[src/rtl/display_scanner_pkg.sv]
// Shared types and helpers for the multiplexed 7-segment display scanner.
package display_pkg;

    localparam int DIGIT_W            = 4;
    localparam int DEFAULT_NUM_DIGITS = 4;
    // Widest anode vector idx2anode can build; NUM_DIGITS must stay below this.
    localparam int MAX_DIGITS         = 32;

    typedef logic [DIGIT_W-1:0] nibble_t;

    // Active-low one-hot anode pattern for a digit index.
    function automatic logic [MAX_DIGITS-1:0] idx2anode(input int unsigned idx);
        logic [MAX_DIGITS-1:0] one;
        one = MAX_DIGITS'(1);
        return ~(one << idx);
    endfunction

endpackage

[src/rtl/display_scanner_if.sv]
// Display scanner bus: load/data toward the scanner, decoder/anode drive back out.
interface display_scanner_if #(
    parameter int NUM_DIGITS = 4
) ();

    logic [4*NUM_DIGITS-1:0]         data_in;
    logic                            load;
    logic [NUM_DIGITS-1:0]           digit_en;
    logic [3:0]                      nibble_out;
    logic [NUM_DIGITS-1:0]           an_out;
    logic [$clog2(NUM_DIGITS)-1:0]   digit_idx;
    logic                            pending;

    modport master (
        output data_in, load, digit_en,
        input  nibble_out, an_out, digit_idx, pending
    );

    modport slave (
        input  data_in, load, digit_en,
        output nibble_out, an_out, digit_idx, pending
    );

endinterface

[src/rtl/display_scanner_prescaler.sv]
// Slot-rate prescaler: counts 0..DIV-1, tick flags the terminal count.
module refresh_prescaler #(
    parameter int DIV = 100000
) (
    input  logic                   clk,
    input  logic                   reset,
    output logic                   tick,
    output logic [$clog2(DIV)-1:0] count
);

    localparam int            CW = $clog2(DIV);
    localparam logic [CW-1:0] TC = CW'(DIV - 1);

    assign tick = (count == TC);

    // Free-running slot counter, wraps on terminal count.
    always_ff @(posedge clk) begin
        if (reset) begin
            count <= '0;
        end else if (tick) begin
            count <= '0;
        end else begin
            count <= count + 1'b1;
        end
    end

endmodule

[src/rtl/display_scanner.sv]
// Time-multiplexed hex display scanner with frame-aligned value commit.
// Optional LEADING_ZERO_BLANK_EN: blank leading-zero digits above digit 0.
module display_scanner
    import display_pkg::*;
#(
    parameter int NUM_DIGITS  = DEFAULT_NUM_DIGITS,
    parameter int REFRESH_DIV = 100000,
    parameter int DEAD_CYCLES = 16
) (
    input  logic               clk,
    input  logic               reset,
    display_scanner_if.slave   bus
);

    localparam int              W        = DIGIT_W * NUM_DIGITS;
    localparam int              IW       = $clog2(NUM_DIGITS);
    localparam int              CW       = $clog2(REFRESH_DIV);
    localparam logic [IW-1:0]   LAST_IDX = IW'(NUM_DIGITS - 1);
    localparam logic [CW-1:0]   DEAD_TC  = CW'(DEAD_CYCLES);

    logic                    tick;
    logic [CW-1:0]           count;
    logic [IW-1:0]           idx;
    logic [W-1:0]            shown;
    logic [W-1:0]            pending_val;
    logic                    pending_q;
    nibble_t                 nibble_q;
    logic [NUM_DIGITS-1:0]   an_q;
    logic [NUM_DIGITS-1:0]   blank;
    logic [MAX_DIGITS-1:0]   anode_full;
    logic                    wrap;
    logic                    slot_lit;
    logic                    unused_anode_bits;

    refresh_prescaler #(.DIV(REFRESH_DIV)) u_prescaler (
        .clk   (clk),
        .reset (reset),
        .tick  (tick),
        .count (count)
    );

    // Per-digit blanking derived from the committed value.
    always_comb begin
        blank = '0;
`ifdef LEADING_ZERO_BLANK_EN
        for (int i = 1; i < NUM_DIGITS; i++) begin
            blank[i] = ((shown >> (DIGIT_W * i)) == '0);
        end
`endif
    end

    // Slot decode: anode pattern, frame wrap, and whether this cycle's digit is lit.
    always_comb begin
        anode_full = idx2anode(32'(idx));
        wrap       = tick && (idx == LAST_IDX);
        slot_lit   = (count >= DEAD_TC) && bus.digit_en[idx] && !blank[idx];
    end

    assign unused_anode_bits = ^anode_full[MAX_DIGITS-1:NUM_DIGITS];

    // Digit slot index advances once per prescaler period.
    always_ff @(posedge clk) begin
        if (reset) begin
            idx <= '0;
        end else if (tick) begin
            idx <= (idx == LAST_IDX) ? '0 : idx + 1'b1;
        end
    end

    // Load staging and frame-boundary commit; a load on the wrap bypasses staging.
    always_ff @(posedge clk) begin
        if (reset) begin
            shown       <= '0;
            pending_val <= '0;
            pending_q   <= 1'b0;
        end else if (bus.load && wrap) begin
            shown     <= bus.data_in;
            pending_q <= 1'b0;
        end else if (bus.load) begin
            pending_val <= bus.data_in;
            pending_q   <= 1'b1;
        end else if (wrap && pending_q) begin
            shown     <= pending_val;
            pending_q <= 1'b0;
        end
    end

    // Registered decoder nibble and anode drive for the current slot.
    always_ff @(posedge clk) begin
        if (reset) begin
            nibble_q <= '0;
            an_q     <= '1;
        end else begin
            nibble_q <= shown[DIGIT_W*idx +: DIGIT_W];
            an_q     <= slot_lit ? anode_full[NUM_DIGITS-1:0] : '1;
        end
    end

    assign bus.nibble_out = nibble_q;
    assign bus.an_out     = an_q;
    assign bus.digit_idx  = idx;
    assign bus.pending    = pending_q;

endmodule
[src/flat_wrapper.sv]
// flat-port wrapper written by rule: the top's interface ports become plain ports
module display_scanner_flat import display_pkg::*;
#(
    parameter int NUM_DIGITS  = DEFAULT_NUM_DIGITS,
    parameter int REFRESH_DIV = 100000,
    parameter int DEAD_CYCLES = 16
)
  (clk, reset, bus_data_in, bus_load, bus_digit_en, bus_nibble_out, bus_an_out, bus_digit_idx, bus_pending);
  display_scanner_if #(.NUM_DIGITS(NUM_DIGITS)) bus_i ();
  input  logic clk;
  input  logic reset;
  input wire logic [$bits(bus_i.data_in)-1:0] bus_data_in;
  input wire logic [$bits(bus_i.load)-1:0] bus_load;
  input wire logic [$bits(bus_i.digit_en)-1:0] bus_digit_en;
  output wire logic [$bits(bus_i.nibble_out)-1:0] bus_nibble_out;
  output wire logic [$bits(bus_i.an_out)-1:0] bus_an_out;
  output wire logic [$bits(bus_i.digit_idx)-1:0] bus_digit_idx;
  output wire logic [$bits(bus_i.pending)-1:0] bus_pending;
  assign bus_i.data_in = bus_data_in;
  assign bus_i.load = bus_load;
  assign bus_i.digit_en = bus_digit_en;
  assign bus_nibble_out = bus_i.nibble_out;
  assign bus_an_out = bus_i.an_out;
  assign bus_digit_idx = bus_i.digit_idx;
  assign bus_pending = bus_i.pending;
  display_scanner #(.NUM_DIGITS(NUM_DIGITS), .REFRESH_DIV(REFRESH_DIV), .DEAD_CYCLES(DEAD_CYCLES)) u_core (.clk(clk), .reset(reset), .bus(bus_i));
endmodule
[config.mk]
export PLATFORM = sky130hd
export DESIGN_NAME = display_scanner_flat
export DESIGN_NICKNAME = d
export VERILOG_FILES = /design/src/rtl/display_scanner_pkg.sv /design/src/rtl/display_scanner_if.sv /design/src/rtl/display_scanner_prescaler.sv /design/src/rtl/display_scanner.sv /design/src/flat_wrapper.sv
export SDC_FILE = /design/constraint.sdc
export NUM_CORES = 1
export LEC_CHECK = 0
export CAP_MARGIN = 20
export CORE_UTILIZATION = 46
export DETAILED_ROUTE_END_ITERATION = 10
export GPL_TIMING_DRIVEN = 0
export PLACE_DENSITY = 0.67
export SLEW_MARGIN = 25
export SYNTH_ARGS = -nofsm -noshare
export SYNTH_HDL_FRONTEND = slang
export SYNTH_SLANG_ARGS = --single-unit
[constraint.sdc]
create_clock -name clk -period 3.1 [get_ports clk]
set_input_delay 0.62 -clock clk [delete_from_list [all_inputs] [get_ports clk]]
set_output_delay 0.62 -clock clk [all_outputs]
set_load 0.05 [all_outputs]
# Word-level counts from Yosys, hierarchy flattened
# Index checks and enable logic that the tools add are counted.
[word_totals] output_inout_bits=11 input_bits=23 word_cells=42 ff_bits=60
[op_classes] bitwise_logic=3 n_mux=10 addsub=2 n_lt_le_gt_ge=2 n_eq_ne=3 n_shift=2 n_reduce_logical=13
[ops] op="16-bit 2-to-1 mux" count=3
[ops] op="17-bit by 1-bit adder with 17-bit output (second input constant)" count=1
[ops] op="17-bit equality test (second input constant)" count=1
[ops] op="17-bit by 5-bit >= comparator with 1-bit output (second input constant)" count=1
[ops] op="16-bit by 5-bit indexed part select with 4-bit output" count=1
[ops] op="2-bit OR reduction" count=3
[ops] op="1-bit logical AND" count=5
[ops] op="1-bit binary-select mux with 2-bit select" count=2
[ops] op="1-bit 2-to-1 mux" count=4
[ops] op="4-bit inverter" count=1
[ops] op="2-bit AND reduction" count=2
[ops] op="2-bit nonzero test" count=2
[ops] op="1-bit by 2-bit left shift with 4-bit output (first input constant)" count=1
[ops] op="2-bit by 3-bit less-than comparator with 1-bit output (second input constant)" count=1
[ops] op="2-bit by 1-bit adder with 2-bit output (second input constant)" count=1
[ops] op="2-bit equality test (second input constant)" count=1
[ops] op="2-bit 2-to-1 mux" count=1
[ops] op="2-bit by 1-bit inequality test with 1-bit output (second input constant)" count=1
[ops] op="1-bit inverter" count=2
[ops] op="1-bit zero test" count=1

# Logic depth before layout (Yosys ltp)
[depth] word_depth=6 mapped_depth=9 mapped_depth_nobuf=5

# Cells and area by module
# From an unflattened synthesis, not the netlist that was laid out.
[unflattened] cells_unflattened=289 hier_area_um2=2681.3
[by_module_without_submodules] module="display_scanner" seq_area_each_um2=860.8 cells_per_inst=201 area_per_inst_um2=1884.3 n_inst=1
[by_module_without_submodules] module="refresh_prescaler" seq_area_each_um2=340.3 cells_per_inst=88 area_per_inst_um2=797.0 n_inst=1

# Least setup slack after synthesis
# No wires, ideal clock.
[synth_timing] kind="reg-to-reg" from="register u_core.idx[1], in the netlist u_core.bus.digit_idx[1]" to="register u_core.shown[10]" n_path_buf=2 setup_ps=133 path_stages_with_launch=8 t_required_ps=2967 t_arrival_ps=2075 period_less_slack_ps=2208 path_slack_ps=892 path_cell_list="dfxtp_1 -> ha_1 -> nand2b_1 -> nor4_4 -> and2_1 -> buf_2 -> buf_4 -> a311oi_1"
[synth_via] elab_chain_cells=5 elab_cells_between_ends=8 classes_between="eq/ne: 2; mux: 1; reduce/logical: 5"
[synth_lines] item="start, declared" line_no="display_scanner.sv:23" text="logic [IW-1:0] idx;"
[synth_lines] item="start signal, assigned" line_no="display_scanner.sv:66" text="idx <= (idx == LAST_IDX) ? '0 : idx + 1'b1;"
[synth_lines] item="2-bit equality test *" line_no="display_scanner.sv:55" text="wrap = tick && (idx == LAST_IDX);"
[synth_lines] item="1-bit logical AND *" line_no="display_scanner.sv:55"
[synth_lines] item="1-bit logical AND, on equally long branches" line_no="display_scanner.sv:76, display_scanner.sv:82"
[synth_lines] item="2-bit by 1-bit inequality test with 1-bit output (no line) / 2-bit nonzero test (equally long branches)"
[synth_lines] item="2-bit AND reduction (no line)"
[synth_lines] item="end signal, assigned" line_no="display_scanner.sv:77" text="shown <= bus.data_in;"
[synth_lines] item="end signal, assigned" line_no="display_scanner.sv:83" text="shown <= pending_val;"
[synth_lines] item="end, declared" line_no="display_scanner.sv:24" text="logic [W-1:0] shown;"
# Every way passes the cells marked *; elsewhere a longest branch is shown, timed or not.
# A chain may end at the register's enable or synchronous reset.

# Worst setup path in the final report
[layout_timing] from="register u_core.idx[1], in the netlist u_core.bus.digit_idx[1]" to="output port bus_digit_idx[1]"
[layout_rtl] item="end, declared" line_no="flat_wrapper.sv:17" text="output wire logic [$bits(bus_i.digit_idx)-1:0] bus_digit_idx;"
# No word-level cell between the ends.

==> results.toml <==
[logic_synthesis]
synth_compound_area_frac = 0.2285
netlist.area_leader.share = 0.4040
syn-num-nets = 354
synthTopCellsByCount = "dfxtp_1, clkbuf_1, nand2_1"
synth_top_family_by_area = "compound AO/OA/AOI/OAI gates"
ys_seq_elements = 60
syn_inst = 325
yosys.area_share.simple = 0.2138
synth.avg_cell_area_um2 = 9.147
yosys-mux-area-fraction = 0.03788
yosys_most_used_dff = "dfxtp_1"
async_flop_share = 0
synth_fa_ha_area_frac = 0.02525
post-synth-top-count-cell = "dfxtp_1"
ys_types = 35
syn-cell-area_um2 = 2973
synth_top_cell_by_area = "dfxtp_1"
synth_xor_area_frac = 0.03535
synth_edf_count = 0
synth_area_leaders = "dfxtp_1, a311oi_1, a41oi_1"
yosysSeqAreaShare = 0.4040
yosysWarnings = 0

[route]
drt-initial-drc-count = 225
detail-route-antenna-nets = 0
dr.pass1.iters = 5
wl_um = 7812
vias_per_cell = 6.109
drc = 0
wire_per_inst_um = 17.40
vias = 2743

[final_layout]
fillers = 561
area_delta_synth_final_pct = 20.79
finish.instance_area_um2 = 3591
fin_nets = 398
num_antenna_cells = 0
final_core_util = 0.5925
drive_above_1_share = 0.08824
final-instance-count-excl-fill = 449

[clock_tree]
cts_num_sinks = 60
postCtsSetupBuffers = 0
clockBufferDepth = 2
numCtsBuffers = 9
cts_tree = "yes"
htreeDepth = 3
clkSlewWorstSetupHoldPaths_ns = 0.07
root_buffer = "clkbuf_8"
clk_latency_ns = 0.35
ctsHoldBuffers = 0
ctsResizeCount = 0

[sta]
fin_crit_sh = 0.7977
hold_ws_ns = 0.4765
min_period_ns = 2.473
setup-tns-final_ns = 0
worst_pin_slew_ns = 0.5559
rsz0062_at_grt = "no"
clock.fmax_mhz = 404.4
setup_viol = 0
maxSlewViolCount = 0
worst_slack_ns = 0.6270
relSlewSlack = 0.6269
skew_ns = 0.01401
hold_viol = 0

[setup_path]
slowest_stage = "clkdlybuf4s50_1"
crit_type = "flop to output port"
crit_buf_inv = 1
cp-start-kind = "flop"
worst_setup_path_end_kind = "output port"
critPathArrivalTime_ns = 1.85
required_ns = 2.48
cp_top_family = "buffers and inverters"
crit_chain = "clkdlybuf4s50_1"
crit_path_max_incr_delay_ns = 0.89
crit_fanout = 10

[run]
maxCapViolations = 0

[grt]
grt_pass1_wl_um = 12560
antenna_found_initial = 0
grt_max_degree = 11
use_met1 = 0.3243
use_met2 = 0.4116
grt_pass1_vias = 2529
gr-usage-met3 = 0.06813
busiest_layer = "met2"
grt_usage = 0.2535
overflow = 0

[placement]
dp_slack_ns = 0.6131
placed_cells = 433
hpwl_um = 5553
place_area_um2 = 3397
place_congestion = 0.8239
io_buffers = 33

[floorplan]
start_util = 0.4905
fp.dieW_um = 82.39
core_area_um2 = 6061
rows = 28
io-pin-count = 34
dieArea_um2 = 6788
die_h_um = 82.39

[power]
p_sw_mw = 0.4003
swShare = 0.2424
power_frac_comb = 0.082
leakagePower_nw = 1.219
clkPwrFrac = 0.429
internal_power_mw = 1.251
power_density_nw_per_um2 = 459.9
seqPwrFrac = 0.490
ir_drop_mv = 0.2578
fin_total_pwr_mw = 1.652

[hold_path]
hp-class = "flop to flop"

[outcome]
status = "finished clean"
per-layer routing:
layer / part of all wire / vias to the layer above / wire length [µm]
li1: - / 1332 / -
met1: 0.47 / 1318 / 3693
met2: 0.47 / 79 / 3637
met3: 0.045 / 14 / 354
met4: 0.016 / 0 / 127
met5: 0 / - / 0
flip-flops by register name (all words and copies together) (netlist names):
register,flops
u_core.pending_val,16
u_core.bus.nibble_out,4
u_core.bus.an_out,4
u_core.bus.digit_idx,2
u_core.bus.pending,1
u_core.u_prescaler.count,17
u_core.shown,16
layout by cell type, fill, tap and decap left out, types with 4 or more instances in the layout:
| master | count |
|---|---|
| nand2_1 | 23 |
| and2_1 | 7 |
| o21ai_0 | 4 |
| dfxtp_1 | 60 |
| inv_1 | 7 |
| a21oi_1 | 21 |
| nand4_1 | 5 |
| nand2b_1 | 17 |
| a31oi_1 | 16 |
| o221ai_1 | 16 |
| a41oi_1 | 16 |
| buf_2 | 5 |
| clkbuf_1 | 26 |
| xor2_1 | 11 |
| clkdlybuf4s50_1 | 33 |
| nand3b_1 | 16 |
| nand3_1 | 9 |
| clkbuf_8 | 10 |
| a311oi_1 | 18 |
| mux4_2 | 5 |
| nor2_1 | 16 |
| ha_1 | 6 |
worst register-to-register path: cells and delay by family, from the launching register on:
kind	cells	cell delay [ns]
AND/OR/NAND/NOR	3	0.80
flip-flops	1	0.62
buffers and inverters	2	0.35
adder cells (fa/ha/maj)	1	0.33
AO/OA/AOI/OAI	1	0.10
final cells by class:
cell class | instances | area (µm²) | area share
Sequential cell | 60 | 1201 | 0.3345
Buffer | 32 | 137.6 | 0.03833
Clock inverter | 4 | 48.80 | 0.01359
Inverter | 7 | 26.28 | 0.007317
Tap cell | 75 | 93.84 | 0.02613
Clock buffer | 12 | 145.1 | 0.04042
Timing Repair Buffer | 33 | 330.3 | 0.09199
Multi-Input combinational cell | 226 | 1608 | 0.4477
worst paths after layout:
check,from,cells after the start,to,slack [ns]
worst max-delay path,u_core.bus.digit_idx[1],1,bus_digit_idx[1],0.63
worst min-delay path,u_core.u_prescaler.count[0],1,u_core.u_prescaler.count[0],0.48
worst max register to register,u_core.bus.digit_idx[1],7,u_core.shown[15],0.76
worst min register to register,u_core.u_prescaler.count[0],1,u_core.u_prescaler.count[0],0.48
power groups by stage:
stage / Combinational [mW] / Sequential (mW) / Clock, mW
3_3_place_gp: 0.131 / 0.825 / 0
2_1_floorplan: 0.0737 / 0.826 / 0
5_1_grt: 0.148 / 0.811 / 0.752
6_report: 0.135 / 0.809 / 0.708
4_1_cts: 0.134 / 0.808 / 0.711
3_5_place_dp: 0.133 / 0.826 / 0
cell families (layout without fill, tap and decap cells):
logic type                 Yosys count  after routing
AOI/OAI and AO/OA                   93             93
xor gates and xnor gates            12             12
adders and majority gates            6              6
buffers and inverters               39             88
DFF                                 60             60
muxes                                5              5
and+or+nand+nor                    110            110
No activity file was read; power rests on OpenSTA's default activity.
